**src/rtl/psum_bram_accum_ctrl.sv**
```systemverilog
// PL-side psum BRAM controller: read-modify-write accumulate of partial sums
// into a single-port BRAM, plus a zero-fill sequencer for a word range.
module psum_bram_accum_ctrl #(
    parameter int unsigned DATA_WIDTH = 32,
    parameter int unsigned ADDR_WIDTH = 32,
    parameter int unsigned NUM_BYTE   = 4,
    parameter int unsigned REG_WIDTH  = 32,
    parameter int unsigned RD_LAT     = 1,
    parameter int unsigned SAT        = 1
) (
    input  logic                  clk,
    input  logic                  rst,
    input  logic [REG_WIDTH-1:0]  i_conf_ctrl,
    input  logic                  i_psum_vld,
    input  logic                  i_psum_first,
    input  logic [ADDR_WIDTH-1:0] i_psum_addr,
    input  logic [DATA_WIDTH-1:0] i_psum_dat,
    output logic                  o_psum_rdy,
    input  logic                  i_clr_start,
    input  logic [ADDR_WIDTH-1:0] i_clr_base,
    input  logic [ADDR_WIDTH-1:0] i_clr_len,
    output logic                  o_clr_done,
    output logic                  o_busy,
    output logic                  o_ovf,
    output logic                  o_abort,
    output logic [ADDR_WIDTH-1:0] mem_addr,
    output logic [DATA_WIDTH-1:0] mem_idat,
    input  logic [DATA_WIDTH-1:0] mem_odat,
    output logic [NUM_BYTE-1:0]   mem_wren,
    output logic                  mem_enb,
    output logic                  mem_rst
);

    localparam logic [2:0] StIdle = 3'd0;
    localparam logic [2:0] StRd   = 3'd1;
    localparam logic [2:0] StWait = 3'd2;
    localparam logic [2:0] StWr   = 3'd3;
    localparam logic [2:0] StClr  = 3'd4;

    localparam int unsigned MSB   = DATA_WIDTH - 1;
    localparam int unsigned CNT_W = (RD_LAT > 1) ? $clog2(RD_LAT) : 1;

    logic [2:0]            state_q, state_d;
    logic [ADDR_WIDTH-1:0] idx_q, idx_d;      // psum word index or next clear index
    logic [ADDR_WIDTH-1:0] rem_q, rem_d;      // clear words still to issue
    logic [DATA_WIDTH-1:0] dat_q, dat_d;
    logic [CNT_W-1:0]      cnt_q, cnt_d;
    logic [ADDR_WIDTH-1:0] mem_addr_q, mem_addr_d;
    logic [DATA_WIDTH-1:0] mem_idat_q, mem_idat_d;
    logic [NUM_BYTE-1:0]   mem_wren_q, mem_wren_d;
    logic                  mem_enb_q, mem_enb_d;
    logic                  clr_done_q, clr_done_d;
    logic                  ovf_q, ovf_d;
    logic                  abort_q, abort_d;

    logic                  psenb;
    logic [DATA_WIDTH-1:0] sum_raw;
    logic [DATA_WIDTH-1:0] sat_val;
    logic [DATA_WIDTH-1:0] sum_res;
    logic                  add_ovf;
    logic                  unused_conf;

    assign psenb       = i_conf_ctrl[0];
    assign unused_conf = ^i_conf_ctrl[REG_WIDTH-1:1];

    function automatic logic [ADDR_WIDTH-1:0] word_to_byte(input logic [ADDR_WIDTH-1:0] w);
        return w << 2;
    endfunction

    // Signed accumulate with overflow detect and optional clamp
    always_comb begin
        sum_raw = mem_odat + dat_q;
        add_ovf = (mem_odat[MSB] == dat_q[MSB]) && (sum_raw[MSB] != mem_odat[MSB]);
        sat_val = mem_odat[MSB] ? {1'b1, {(DATA_WIDTH-1){1'b0}}}
                                : {1'b0, {(DATA_WIDTH-1){1'b1}}};
        sum_res = ((SAT != 0) && add_ovf) ? sat_val : sum_raw;
    end

    // Next-state and registered BRAM bus; bus is computed for the state being entered
    always_comb begin
        state_d    = state_q;
        idx_d      = idx_q;
        rem_d      = rem_q;
        dat_d      = dat_q;
        cnt_d      = cnt_q;
        mem_addr_d = '0;
        mem_idat_d = '0;
        mem_wren_d = '0;
        mem_enb_d  = 1'b0;
        clr_done_d = 1'b0;
        ovf_d      = ovf_q;
        abort_d    = abort_q;

        case (state_q)
            StIdle: begin
                if (!psenb) begin
                    if (i_clr_start) begin
                        if (i_clr_len == '0) begin
                            clr_done_d = 1'b1;
                        end else begin
                            state_d    = StClr;
                            mem_enb_d  = 1'b1;
                            mem_wren_d = {NUM_BYTE{1'b1}};
                            mem_addr_d = word_to_byte(i_clr_base);
                            idx_d      = i_clr_base + ADDR_WIDTH'(1);
                            rem_d      = i_clr_len - ADDR_WIDTH'(1);
                        end
                    end else if (i_psum_vld) begin
                        idx_d      = i_psum_addr;
                        dat_d      = i_psum_dat;
                        mem_enb_d  = 1'b1;
                        mem_addr_d = word_to_byte(i_psum_addr);
                        if (i_psum_first) begin
                            state_d    = StWr;
                            mem_wren_d = {NUM_BYTE{1'b1}};
                            mem_idat_d = i_psum_dat;
                        end else begin
                            state_d = StRd;
                        end
                    end
                end
            end
            StRd: begin
                state_d = StWait;
                cnt_d   = CNT_W'(RD_LAT - 1);
            end
            StWait: begin
                if (cnt_q == '0) begin
                    state_d    = StWr;
                    mem_enb_d  = 1'b1;
                    mem_wren_d = {NUM_BYTE{1'b1}};
                    mem_addr_d = word_to_byte(idx_q);
                    mem_idat_d = sum_res;
                    ovf_d      = ovf_q | add_ovf;
                end else begin
                    cnt_d = cnt_q - CNT_W'(1);
                end
            end
            StWr: begin
                state_d = StIdle;
            end
            StClr: begin
                if (rem_q == '0) begin
                    state_d    = StIdle;
                    clr_done_d = 1'b1;
                end else begin
                    mem_enb_d  = 1'b1;
                    mem_wren_d = {NUM_BYTE{1'b1}};
                    mem_addr_d = word_to_byte(idx_q);
                    idx_d      = idx_q + ADDR_WIDTH'(1);
                    rem_d      = rem_q - ADDR_WIDTH'(1);
                end
            end
            default: begin
                state_d = StIdle;
            end
        endcase

        // PS taking the port back kills any in-flight operation
        if ((state_q != StIdle) && psenb) begin
            state_d    = StIdle;
            mem_enb_d  = 1'b0;
            mem_wren_d = '0;
            mem_addr_d = '0;
            mem_idat_d = '0;
            clr_done_d = 1'b0;
            ovf_d      = ovf_q;
            abort_d    = 1'b1;
        end
    end

    // State registers with synchronous reset
    always_ff @(posedge clk) begin
        if (rst) begin
            state_q    <= StIdle;
            idx_q      <= '0;
            rem_q      <= '0;
            dat_q      <= '0;
            cnt_q      <= '0;
            mem_addr_q <= '0;
            mem_idat_q <= '0;
            mem_wren_q <= '0;
            mem_enb_q  <= 1'b0;
            clr_done_q <= 1'b0;
            ovf_q      <= 1'b0;
            abort_q    <= 1'b0;
        end else begin
            state_q    <= state_d;
            idx_q      <= idx_d;
            rem_q      <= rem_d;
            dat_q      <= dat_d;
            cnt_q      <= cnt_d;
            mem_addr_q <= mem_addr_d;
            mem_idat_q <= mem_idat_d;
            mem_wren_q <= mem_wren_d;
            mem_enb_q  <= mem_enb_d;
            clr_done_q <= clr_done_d;
            ovf_q      <= ovf_d;
            abort_q    <= abort_d;
        end
    end

    assign o_psum_rdy = (state_q == StIdle) & ~psenb & ~i_clr_start & ~rst;
    assign o_busy     = (state_q != StIdle);
    assign o_clr_done = clr_done_q;
    assign o_ovf      = ovf_q;
    assign o_abort    = abort_q;
    assign mem_addr   = mem_addr_q;
    assign mem_idat   = mem_idat_q;
    assign mem_wren   = mem_wren_q;
    assign mem_enb    = mem_enb_q;
    assign mem_rst    = 1'b0;

endmodule
```
**config.mk**
```make
export PLATFORM = sky130hd
export DESIGN_NAME = psum_bram_accum_ctrl
export DESIGN_NICKNAME = d
export VERILOG_FILES = /design/src/rtl/psum_bram_accum_ctrl.sv
export SDC_FILE = /design/constraint.sdc
export NUM_CORES = 1
export LEC_CHECK = 0
export ABC_AREA = 0
export BUFFER_PORTS_ARGS = -buffer_cell sky130_fd_sc_hd__buf_2
export CAP_MARGIN = 20
export CELL_PAD_IN_SITES_DETAIL_PLACEMENT = 1
export CELL_PAD_IN_SITES_GLOBAL_PLACEMENT = 1
export CORE_ASPECT_RATIO = 1.2
export CORE_MARGIN = 10
export CORE_UTILIZATION = 42
export DETAILED_ROUTE_END_ITERATION = 10
export PLACE_DENSITY = 0.87
export SETUP_SLACK_MARGIN = 0.3
export SYNTH_ARGS = -nofsm -noshare
export SYNTH_HDL_FRONTEND = slang
export SYNTH_SLANG_ARGS = --single-unit
```
**constraint.sdc**
```tcl
create_clock -name clk -period 8 [get_ports clk]
set_input_delay 0.8 -clock clk [delete_from_list [all_inputs] [get_ports clk]]
set_output_delay 0.8 -clock clk [all_outputs]
set_load 0.1 [all_outputs]
```
==> metrics.md, run 1 <==
| Metric | Value |
|---|---|
| Worst r2r src | state_q[0] |
| Die Wd | 167.8 µm |
| Clk sink count | 164 |
| Nets@finish | 1,911 |
| Number of max-cap violations | 0 |
| CTS root buffer | clkbuf_16 |
| Most frequent cells after synthesis | 259 x nand2_1, 164 x dfxtp_1, 163 x a21oi_1, 140 x nor2_1, 127 x o21ai_0 |
| Reg clk slew, reported paths | 0.07 ns |
| Status | complete, no violations |
| First-pass GRT wire length | 67,720 µm |
| Fin Hold WS | 0.4632 ns |
| Share of the synthesized area in the top cell type | 29.82% |
| Critical Path AT | 4.37 ns |
| DRT antenna net count | 0 |
| Vias in the first global route | 12,970 |
| Initial Utilization | 42.83% |
| FF+latch count, synth | 164 |
| Post-synth EDFFs | 0 |
| Most used DFF post-synth | dfxtp_1 |
| Period utilization | 50.80% |
| HPWL Detailed | 30,390 µm |
| Netlist cell types | 81 |
| Post-synthesis sequential area ratio | 29.82% |
| CTS resizes | 0 |
| Area leader, netlist | dfxtp_1 |
| Worst VDD drop | 142.4 µV |
| Global Route Usage Sum | 24.62% |
| Count leader, synth | nand2_1 |
| Setup crit start kind | input port |
| Gpl congestion | 0.9078 |
| LEAKAGE | 5.360 nW |
| Die Footprint | 33,120 µm² |
| DRC violations left | 0 |
| Final Slew Violations | 0 |
| Hold_sp | dat_q[30] |
| # rows | 64 |
| Worst R2R End | rem_q[22] |
| Setup tns final | 0 ns |
| Hold Path Depth | 2 |
| Worst R2R Setup Slack | 4.19 ns |
| Fmax | 246.1 MHz |
| Die Span Y | 197.4 µm |
| Syn. warnings | 0 |
| CTS H-tree lvls | 4 |
| Cts hold-fix bufs | 0 |
| Via count | 12,390 |
| Pwr per Cell Area | 186.8 nW/µm² |
| Final hold violation count | 0 |
| Synth async-reset ratio | 0% |
| # IOs | 272 |
| Setup crit end kind | register |
| Crit. Startpoint | i_clr_len[7] |
| Top fanout value on the critical path | 25 |
| Num CTS Buffers | 17 |
| Port bufs | 233 |
| P&R area growth vs syn | 16.68% |
| Clk_lat worst skew | 0.46 ns |
| Final setup viols | 0 |
| Antenna violations before repair | 5 |
| Critical path type | in -> reg |
| Setup Fix Bufs, Post-CTS | 0 |
| Hold Crit Class | reg -> reg |
| Final WL | 42,620 µm |
| Hold EP | dat_q[30] |
| CTS tree | done |
| Core box area | 25,700 µm² |
| R2R depth | 8 |
| First-pass DRT Iterations | 8 |
| Top area cells in the synthesized netlist | dfxtp_1 30%, nand2_1 8.8%, a21oi_1 7.4%, o21ai_0 5.8%, nor2_1 4.8% |
| Worst-Margin Slew | 0.9567 ns |
| RSZ-0062 raised after global routing | false |
| Slew Limit Headroom | 36.22% |
| Minimum clock period | 4.064 ns |
| Starting DRC count in detailed routing | 764 |
| Total gr overflow | 0 |
| Post-synthesis cell count | 1,519 |
| CTS Buffer Depth | 2 |
| Post-Syn Area per Cell | 7.248 µm² |
| Vias per cell | 6.115 |
| Drt wl/cell | 21.04 µm |
| Cell Area, Synth | 11,010 µm² |
| Largest net degree at the start of global routing | 89 |
| Proportion of layout cells with a drive suffix above 1 | 18.32% |
| Worst Path Required | 8.31 ns |
| Skew final | 0.01404 ns |
## where the power goes
part / switching (mW) / leakage, nW / internal (mW)
clock: 0.398 / 0.296 / 0.499
combinational: 0.415 / 3.73 / 0.178
sequential: 0.0471 / 1.34 / 0.863
## sequential cells by signal (all words and copies together) (netlist names)
signal	cells
mem_addr	30
o_ovf	1
rem_q	32
mem_idat	32
idx_q	30
mem_enb	1
mem_wren	1
dat_q	32
state_q	3
o_clr_done	1
o_abort	1
## how the worst max path moves through the flow
stage,endpoint,cells past startpoint
2_1_floorplan,o_psum_rdy,3
3_3_place_gp,rem_q[30],9
3_5_place_dp,rem_q[26],9
4_1_cts,rem_q[26],9
5_1_grt,rem_q[26],9
6_report,rem_q[30],9
## placed cells by master (no fill, tap or decap), types with 9 or more instances in the layout
| cell | synthesis | final |
|---|---|---|
| nand3b_1 | 9 | 9 |
| buf_4 | 7 | 13 |
| a31oi_1 | 18 | 18 |
| nor2_1 | 140 | 139 |
| buf_2 | 7 | 232 |
| xor2_1 | 27 | 27 |
| o21ai_0 | 127 | 127 |
| o211ai_1 | 18 | 18 |
| a211oi_1 | 18 | 18 |
| nand4_1 | 27 | 27 |
| a21o_1 | 17 | 17 |
| a222oi_1 | 27 | 27 |
| xnor2_1 | 27 | 27 |
| ha_1 | 34 | 34 |
| nor4_1 | 10 | 10 |
| o22ai_1 | 10 | 10 |
| nand3_1 | 40 | 39 |
| or3_1 | 15 | 15 |
| inv_1 | 20 | 20 |
| nor3_1 | 66 | 65 |
| dfxtp_1 | 164 | 164 |
| mux2i_1 | 24 | 24 |
| and3_1 | 15 | 15 |
| nand2_1 | 259 | 259 |
| clkbuf_16 | 0 | 17 |
| a21oi_1 | 163 | 163 |
## metal layers
metal,up-vias,wire [µm],global-route usage [%],part of all wire [%]
li1,5865,-,-,-
met1,6065,17250,27.56,40
met2,369,21410,43.78,50
met3,86,2567,5.533,6.0
met4,4,1367,10.62,3.2
met5,-,21,0,0.049
## metrics by stage
step                      setup slack [ns]  utilization, %  instances  power [mW]  area [µm²]
after detailed placement             3.530           47.55       1990       1.510       12220
after CTS                            3.979           49.94       2022       2.408       12840
after floorplan                      3.864               -       1521       1.336       11020
after global routing                 3.830           49.96       2024       2.500       12840
after global placement               3.524           47.55       1990       1.492       12220
final                                3.936           49.98       2026       2.400       12850
## cells by family after synthesis
kind of cell               Yosys count  share of synthesized area [%]
adders and majority gates           37                          4.228
DFF                                164                          29.82
buffers and inverters              126                          5.171
other                                1                        0.03406
AOI/OAI and AO/OA                  481                          27.62
muxes                               33                          3.125
xor gates and xnor gates            54                          4.296
and+or+nand+nor                    623                          25.71
## area by class of cell
class | instances | area, µm²
inverter | 20 | 75.07
tap | 330 | 412.9
fill | 3329 | 12860
clock buffer | 17 | 425.4
sequential | 164 | 3283
multi-input combinational | 1231 | 7192
clock inverter | 15 | 188.9
antenna | 4 | 10.01
timing repair buffer | 245 | 1259
## critical path, cell delays in order
cell and delay (ns):
buf_2 0.14, or4_4 0.53, or3_4 0.37, or4_4 0.64, nand3_1 0.52, nand2_1 0.75, o211ai_1 0.41, o21a_1 0.16
a21oi_1 0.05
Note: power is estimated with default switching activity, not from simulation.
==> run 2, diff against run 1 <==
--- a/config.mk
+++ b/config.mk
@@ -12,9 +12,9 @@
 export CELL_PAD_IN_SITES_GLOBAL_PLACEMENT = 1
 export CORE_ASPECT_RATIO = 1.2
 export CORE_MARGIN = 10
-export CORE_UTILIZATION = 42
+export CORE_UTILIZATION = 39
 export DETAILED_ROUTE_END_ITERATION = 10
-export PLACE_DENSITY = 0.87
+export PLACE_DENSITY = 0.82
 export SETUP_SLACK_MARGIN = 0.3
 export SYNTH_ARGS = -nofsm -noshare
 export SYNTH_HDL_FRONTEND = slang
==> constraint.sdc (replaced) <==
create_clock -name clk -period 4 [get_ports clk]
set_input_delay 0.4 -clock clk [delete_from_list [all_inputs] [get_ports clk]]
set_output_delay 0.4 -clock clk [all_outputs]
set_load 0.1 [all_outputs]
==> run 2 against run 1 <==
Against the previous run:
- clock power increased by 120%
- critical path type is now reg -> reg
- non-clock buffer count increased by 21
- cell count increased by 3.4%
- critical endpoint is now rem_q[22]
- worst setup slack got worse by 3.3 ns
==> metrics.md, run 2 (synthesis gave the netlist of run 1 again) <==
| Metric | Value |
|---|---|
| Worst Path Required | 4.29 ns (was 8.31 ns) |
| Design Power | 4.969 mW (was 2.400 mW) |
| CTS resizes | 0 (unchanged) |
| Critical Path AT | 3.68 ns (was 4.37 ns) |
| DRC violations left | 0 (unchanged) |
| Area occupied by registers | 3283 µm² (unchanged) |
| Commonest cells after routing, fill and taps aside | 259 x nand2_1, 232 x buf_2, 164 x dfxtp_1 (unchanged) |
| Largest net degree at the start of global routing | 85 (was 89) |
| Final WL | 43,710 µm (was 42,620 µm) |
| CTS root buffer | clkbuf_16 (unchanged) |
| First-pass GRT wire length | 68,920 µm (was 67,720 µm) |
| DP Area | 12,430 µm² (was 12,220 µm²) |
| Setup Fix Bufs, Post-CTS | 0 (unchanged) |
| Worst-Margin Slew | 1.054 ns (was 0.9567 ns) |
| Worst R2R End | rem_q[22] (unchanged) |
| Post-Layout Cell Count | 2,094 (was 2,026) |
| Filler cell count | 3,644 (was 3,329) |
| Reg clk slew, reported paths | 0.07 ns (about the same) |
| Skew final | 0.01439 ns (was 0.01404 ns) |
| RSZ-0062 raised after global routing | false (unchanged) |
| Final Slew Violations | 0 (unchanged) |
| Clk_lat worst skew | 0.45 ns (was 0.46 ns) |
| Gpl congestion | 0.8973 (was 0.9078) |
| Proportion of layout cells with a drive suffix above 1 | 19.21% (was 18.32%) |
| Initial Utilization | 39.44% (was 42.83%) |
| First-pass DRT Iterations | 8 (unchanged) |
| Period utilization | 84.72% |
| HPWL Detailed | 32,090 µm (was 30,390 µm) |
| Worst r2r src | state_q[1] (was state_q[0]) |
| Die Wd | 173.4 µm (was 167.8 µm) |
| Most common cell after layout, fill and taps aside | nand2_1 (unchanged) |
| Port bufs | 233 (unchanged) |
| Fmax | 295.1 MHz |
| DRT antenna net count | 0 (unchanged) |
| Pwr per Cell Area | 379.3 nW/µm² (was 186.8 nW/µm²) |
| Num CTS Buffers | 17 (unchanged) |
| Global Route Usage Sum | 23.72% (was 24.62%) |
| CTS H-tree lvls | 4 (unchanged) |
| # IOs | 272 (unchanged) |
| Setup crit start kind | register (was input port) |
| Antenna violations before repair | 2 (was 5) |
| Cts hold-fix bufs | 0 (unchanged) |
| Hold Path Depth | 3 (was 2) |
| Area of the multi-input gates | 7184 µm² (was 7192 µm²) |
| Status | complete, no violations (unchanged) |
| Final Cell Area | 13,100 µm² (was 12,850 µm²) |
| CTS Buffer Depth | 2 (unchanged) |
| Post-Place Cells | 2,060 (was 1,990) |
| LEAKAGE | 5.490 nW (was 5.360 nW) |
| Nets@finish | 1,932 (was 1,911) |
| CTS tree | done (unchanged) |
| Slew Limit Headroom | 29.70% (was 36.22%) |
| Worst R2R Setup Slack | 0.61 ns (was 4.19 ns) |
| Vias per cell | 5.988 (was 6.115) |
| Die Footprint | 35,380 µm² (was 33,120 µm²) |
| Starting DRC count in detailed routing | 957 (was 764) |
| Via count | 12,540 (was 12,390) |
| # rows | 67 (was 64) |
| Core box area | 27,920 µm² (was 25,700 µm²) |
| Critical path type | reg -> reg (was in -> reg) |
| Minimum clock period | 3.389 ns |
| Hold Crit Class | in -> reg (was reg -> reg) |
| Total gr overflow | 0 (unchanged) |
| Setup tns final | 0 ns (unchanged) |
| Vias in the first global route | 12,780 (was 12,970) |
| R2R depth | 9 (was 8) |
| P&R area growth vs syn | 18.99% (was 16.68%) |
| Final hold violation count | 0 (unchanged) |
| Top fanout value on the critical path | 24 (was 25) |
| Drt wl/cell | 20.87 µm (was 21.04 µm) |
| Setup crit end kind | register (unchanged) |
| Worst VDD drop | 265.7 µV (was 142.4 µV) |
| Final setup viols | 0 (unchanged) |
| Hold EP | mem_idat[3] (was dat_q[30]) |
| Die Span Y | 204.1 µm (was 197.4 µm) |
| Hold_sp | i_psum_dat[3] (was dat_q[30]) |
| Clk sink count | 164 (unchanged) |
| Number of max-cap violations | 0 (unchanged) |
-- run 2: cell count changes in the layout (fill, tap and decap cells not counted), sizes merged --
| cell | before | now |
|---|---|---|
| clkinv | 3 | 2 |
| diode | 4 | 2 |
| buf | 245 | 266 |
| bufinv | 3 | 5 |
| clkinvlp | 2 | 1 |
-- run 2: area by class of cell --
cell class | instances | share of cell area [%]
multi-input combinational | 1231 | 54.84
inverter | 20 | 0.5731
timing repair buffer | 266 | 10.81
antenna | 2 | 0.03820
tap | 379 | 3.620
clock buffer | 17 | 3.247
sequential | 164 | 25.06
clock inverter | 15 | 1.805
-- run 2: report_power, final --
group / internal, mW / switching, mW
Clock: 1.13 / 0.808
Sequential: 1.73 / 0.0965
Combinational: 0.371 / 0.839
-- run 2: worst max-delay path by stage --
stage | start | end | slack [ns] | depth (start not counted)
after floorplan | state_q[0] | rem_q[22] | 0.36 | 18
after global placement | mem_odat[12] | mem_idat[11] | 0.55 | 11
after detailed placement | mem_odat[12] | mem_idat[11] | 0.50 | 11
after CTS | dat_q[12] | mem_idat[11] | 0.64 | 10
after global routing | dat_q[12] | mem_idat[14] | 0.31 | 10
final | state_q[1] | rem_q[22] | 0.61 | 9
-- run 2: layer usage --
layer	GRT usage, %	vias to the layer above	routed length [µm]
met3	4.454	90	2464
li1	-	5889	-
met2	41.51	413	21730
met4	10.27	2	1536
met1	27.80	6145	17960
met5	0	-	13
-- run 2: critical path, cell delays in order (launching register included) --
cell and delay, ns:
dfxtp_1 0.57, or3b_4 0.35, buf_4 0.34, mux2i_2 0.31, nand4b_1 0.25, or3_1 0.54
o21ba_2 0.31, mux2_2 0.34, a22oi_1 0.14, a21oi_1 0.08
-- run 2: metrics by stage --
step | utilization, % | setup slack (ns) | hold slack (ns)
floorplan | - | 0.3630 | 0.4400
global placement | 44.54 | 0.5486 | 0.4487
detailed placement | 44.54 | 0.5031 | 0.4550
CTS | 46.91 | 0.6405 | 0.1451
global route | 46.92 | 0.3106 | 0.1562
finish | 46.93 | 0.6111 | 0.1545
==> run 3, diff against run 2 <==
--- a/config.mk
+++ b/config.mk
@@ -5,14 +5,14 @@
 export SDC_FILE = /design/constraint.sdc
 export NUM_CORES = 1
 export LEC_CHECK = 0
-export ABC_AREA = 0
+export ABC_AREA = 1
 export BUFFER_PORTS_ARGS = -buffer_cell sky130_fd_sc_hd__buf_2
 export CAP_MARGIN = 20
 export CELL_PAD_IN_SITES_DETAIL_PLACEMENT = 1
 export CELL_PAD_IN_SITES_GLOBAL_PLACEMENT = 1
 export CORE_ASPECT_RATIO = 1.2
 export CORE_MARGIN = 10
-export CORE_UTILIZATION = 39
+export CORE_UTILIZATION = 38
 export DETAILED_ROUTE_END_ITERATION = 10
 export PLACE_DENSITY = 0.82
 export SETUP_SLACK_MARGIN = 0.3
==> constraint.sdc (replaced) <==
create_clock -name clk -period 3.2 [get_ports clk]
set_input_delay 0.32 -clock clk [delete_from_list [all_inputs] [get_ports clk]]
set_output_delay 0.32 -clock clk [all_outputs]
set_load 0.1 [all_outputs]
==> run 3 against run 2 <==
Against the previous run:
- largest cell class unchanged
- first-iteration DRC count is 9.4% lower
- utilization fell by 2.0 points
- global-route usage up 2.2 points
==> metrics.md, run 3 <==
| Metric | Value |
|---|---|
| Status | complete, no violations (unchanged) |
| Worst Path Required | 2.88 ns (was 4.29 ns) |
| Drt wl/cell | 18.87 µm (was 20.87 µm) |
| Pwr per Cell Area | 515.0 nW/µm² (was 379.3 nW/µm²) |
| Via count | 15,010 (was 12,540) |
| Top area cells in the synthesized netlist | dfxtp_1 26%, nand2_1 22%, nor2_1 8.4%, inv_1 8.4%, nand3_1 5.9% (was dfxtp_1 30%, nand2_1 8.8%, a21oi_1 7.4%, o21ai_0 5.8%, nor2_1 4.8%) |
| Nets@finish | 2,634 (was 1,932) |
| LEAKAGE | 7.527 nW (was 5.490 nW) |
| DP Area | 14,200 µm² (was 12,430 µm²) |
| DRC violations left | 0 (unchanged) |
| CTS Buffer Depth | 2 (unchanged) |
| M1 GR Usage | 29.36% (was 27.80%) |
| Switching power | 3.402 mW (was 1.744 mW) |
| Vias per cell | 5.238 (was 5.988) |
| # IOs | 272 (unchanged) |
| Post-Syn Area per Cell | 5.736 µm² (was 7.248 µm²) |
| Share of the synthesized area in the top cell type | 25.97% (was 29.82%) |
| Die Wd | 186.5 µm (was 173.4 µm) |
| Port bufs | 233 (unchanged) |
| CTS H-tree lvls | 4 (unchanged) |
| Commonest cells after routing, fill and taps aside | 733 x nand2_1, 283 x nor2_1, 281 x inv_1 (was 259 x nand2_1, 232 x buf_2, 164 x dfxtp_1) |
| Final worst slack | 0.5576 ns (was 0.6111 ns) |
| Worst VDD drop | 371.0 µV (was 265.7 µV) |
| Critical path type | reg -> out (was reg -> reg) |
| Reg clk slew, reported paths | 0.07 ns (about the same) |
| Ant. Diodes | 0 (was 2) |
| Setup crit end kind | output pin (was register) |
| Die Span Y | 219.8 µm (was 204.1 µm) |
| Total gr overflow | 0 (unchanged) |
| Hold Crit Class | in -> reg (unchanged) |
| First-pass DRT Iterations | 7 (was 8) |
| Met2 Use GR | 48.16% (was 41.51%) |
| DP Worst Slack | 0.5630 ns (was 0.5031 ns) |
| Post-synth EDFFs | 0 (unchanged) |
| P&R area growth vs syn | 17.11% (was 18.99%) |
| DRT antenna net count | 0 (unchanged) |
| Busiest grt layer | met2 (unchanged) |
| RSZ-0062 raised after global routing | false (unchanged) |
| Worst-Margin Slew | 0.9762 ns (was 1.054 ns) |
| CTS tree | done (unchanged) |
| Most common cell after layout, fill and taps aside | nand2_1 (unchanged) |
| Number of max-cap violations | 0 (unchanged) |
| Setup crit start kind | register (unchanged) |
| Largest net degree at the start of global routing | 53 (was 85) |
| Final Cell Area | 14,810 µm² (was 13,100 µm²) |
| Die Footprint | 40,990 µm² (was 35,380 µm²) |
| Sequential power share | 33.2% (was 36.7%) |
| Area leader, netlist | dfxtp_1 (unchanged) |
| Top fanout value on the critical path | 7 (was 24) |
| Final WL | 54,070 µm (was 43,710 µm) |
| Antenna violations before repair | 0 (was 2) |
| Critical Path AT | 2.32 ns (was 3.68 ns) |
| Final hold violation count | 0 (unchanged) |
| Met3 Use GR | 2.736% (was 4.454%) |
| Proportion of layout cells with a drive suffix above 1 | 14.33% (was 19.21%) |
| Slew Limit Headroom | 34.85% (was 29.70%) |
| Starting DRC count in detailed routing | 867 (was 957) |
| P_int | 4.224 mW (was 3.226 mW) |
| Most frequent cells after synthesis | 733 x nand2_1, 283 x nor2_1, 282 x inv_1, 164 x dfxtp_1, 150 x nand3_1 (was 259 x nand2_1, 164 x dfxtp_1, 163 x a21oi_1, 140 x nor2_1, 127 x o21ai_0) |
| Final Slew Violations | 0 (unchanged) |
| First-pass GRT wire length | 85,060 µm (was 68,920 µm) |
| Fin util | 44.90% (was 46.93%) |
| Skew final | 0.01411 ns (was 0.01439 ns) |
| # rows | 73 (was 67) |
| Minimum clock period | 2.642 ns |
| Synth async-reset ratio | 0% (unchanged) |
| Netlist cell types | 43 (was 81) |
| Cell Area, Synth | 12,640 µm² (was 11,010 µm²) |
| HPWL Detailed | 43,670 µm (was 32,090 µm) |
| Fmax | 378.4 MHz |
| Sw Ratio | 44.61% (was 35.09%) |
| Clk sink count | 164 (unchanged) |
| Setup tns final | 0 ns (unchanged) |
| Vias in the first global route | 15,670 (was 12,780) |
| Most used DFF post-synth | dfxtp_1 (unchanged) |
| Count leader, synth | nand2_1 (unchanged) |
| Clock power frac | 28.2% (was 39.0%) |
| Period utilization | 82.58% |
| Filler cell count | 4,729 (was 3,644) |
| CTS root buffer | clkbuf_16 (unchanged) |
| Global Route Usage Sum | 25.87% (was 23.72%) |
| Syn. warnings | 0 (unchanged) |
| Gpl congestion | 0.9773 (was 0.8973) |
| Post-synthesis cell count | 2,204 (was 1,519) |
| FF+latch count, synth | 164 (unchanged) |
| Num CTS Buffers | 17 (unchanged) |
| Post-synthesis sequential area ratio | 25.97% (was 29.82%) |
| Cts hold-fix bufs | 0 (unchanged) |
| Clk_lat worst skew | 0.46 ns (was 0.45 ns) |
| Initial Utilization | 38.34% (was 39.44%) |
| Combinational share of power | 38.6% (was 24.3%) |
| Core box area | 32,970 µm² (was 27,920 µm²) |
| Final setup viols | 0 (unchanged) |
| Setup Fix Bufs, Post-CTS | 0 (unchanged) |
-- run 3: cells by family after synthesis --
group | synth area share [%]
other cells | 0.02966
buf+inv | 11.88
simple gates | 42.42
fa+ha+maj | 3.523
compound gates | 13.76
flops | 25.97
xor+xnor | 2.425
-- run 3: critical path, stage by stage, from the launching register on --
cell and delay, ns:
dfxtp_1 0.34, nor2_4 0.22, inv_2 0.09, nor2_4 0.20
nand2_2 0.19, nor3_2 0.32, buf_2 0.50
-- run 3: area by class of cell --
type / count / area [µm²] / area share [%]
multi-input cells: 1670 / 7891 / 53.30
flip-flops and latches: 164 / 3283 / 22.18
repair buffers: 262 / 1396 / 9.431
inverters: 287 / 1077 / 7.276
well taps: 450 / 563.0 / 3.803
clock buffers: 21 / 480.5 / 3.245
clock inverters: 11 / 113.9 / 0.7690
-- run 3: what timing repair did --
action	in CTS	in global routing
endpoints found under the setup margin	0	3
endpoints found under the hold margin	0	0
gates resized for setup	0	1
-- run 3: metal layers --
| layer | vias to the layer above | wire length, µm |
|---|---|---|
| met1 | 7183 | 22250 |
| li1 | 7382 | - |
| met4 | 0 | 2027 |
| met3 | 88 | 1884 |
| met2 | 353 | 27920 |
| met5 | - | 0 |
-- run 3: per-stage QoR --
stage	hold WS [ns]	std cells	total power [mW]
detailed placement	0.4893	2833	5.495
global route	0.1096	2865	8.059
finish	0.09977	2865	7.625
floorplan	0.4549	2206	4.644
global placement	0.4813	2833	5.412
CTS	0.09380	2865	7.661
-- run 3: power by group through the flow --
stage | Combinational (mW) | Clock (mW) | Sequential, mW
finish | 2.94 | 2.15 | 2.53
global route | 3.22 | 2.27 | 2.56
CTS | 2.95 | 2.19 | 2.52
detailed placement | 2.92 | 0 | 2.57
global placement | 2.86 | 0 | 2.56
floorplan | 1.65 | 0 | 3.00
-- run 3: final timing paths --
kind / startpoint / depth (start not counted) / endpoint / slack, ns
setup / recovery: state_q[0] / 6 / o_psum_rdy / 0.56
hold / removal: i_psum_dat[14] / 3 / dat_q[14] / 0.1
setup reg to reg: dat_q[10] / 15 / mem_idat[27] / 0.63
hold reg to reg: o_ovf / 2 / o_ovf / 0.50
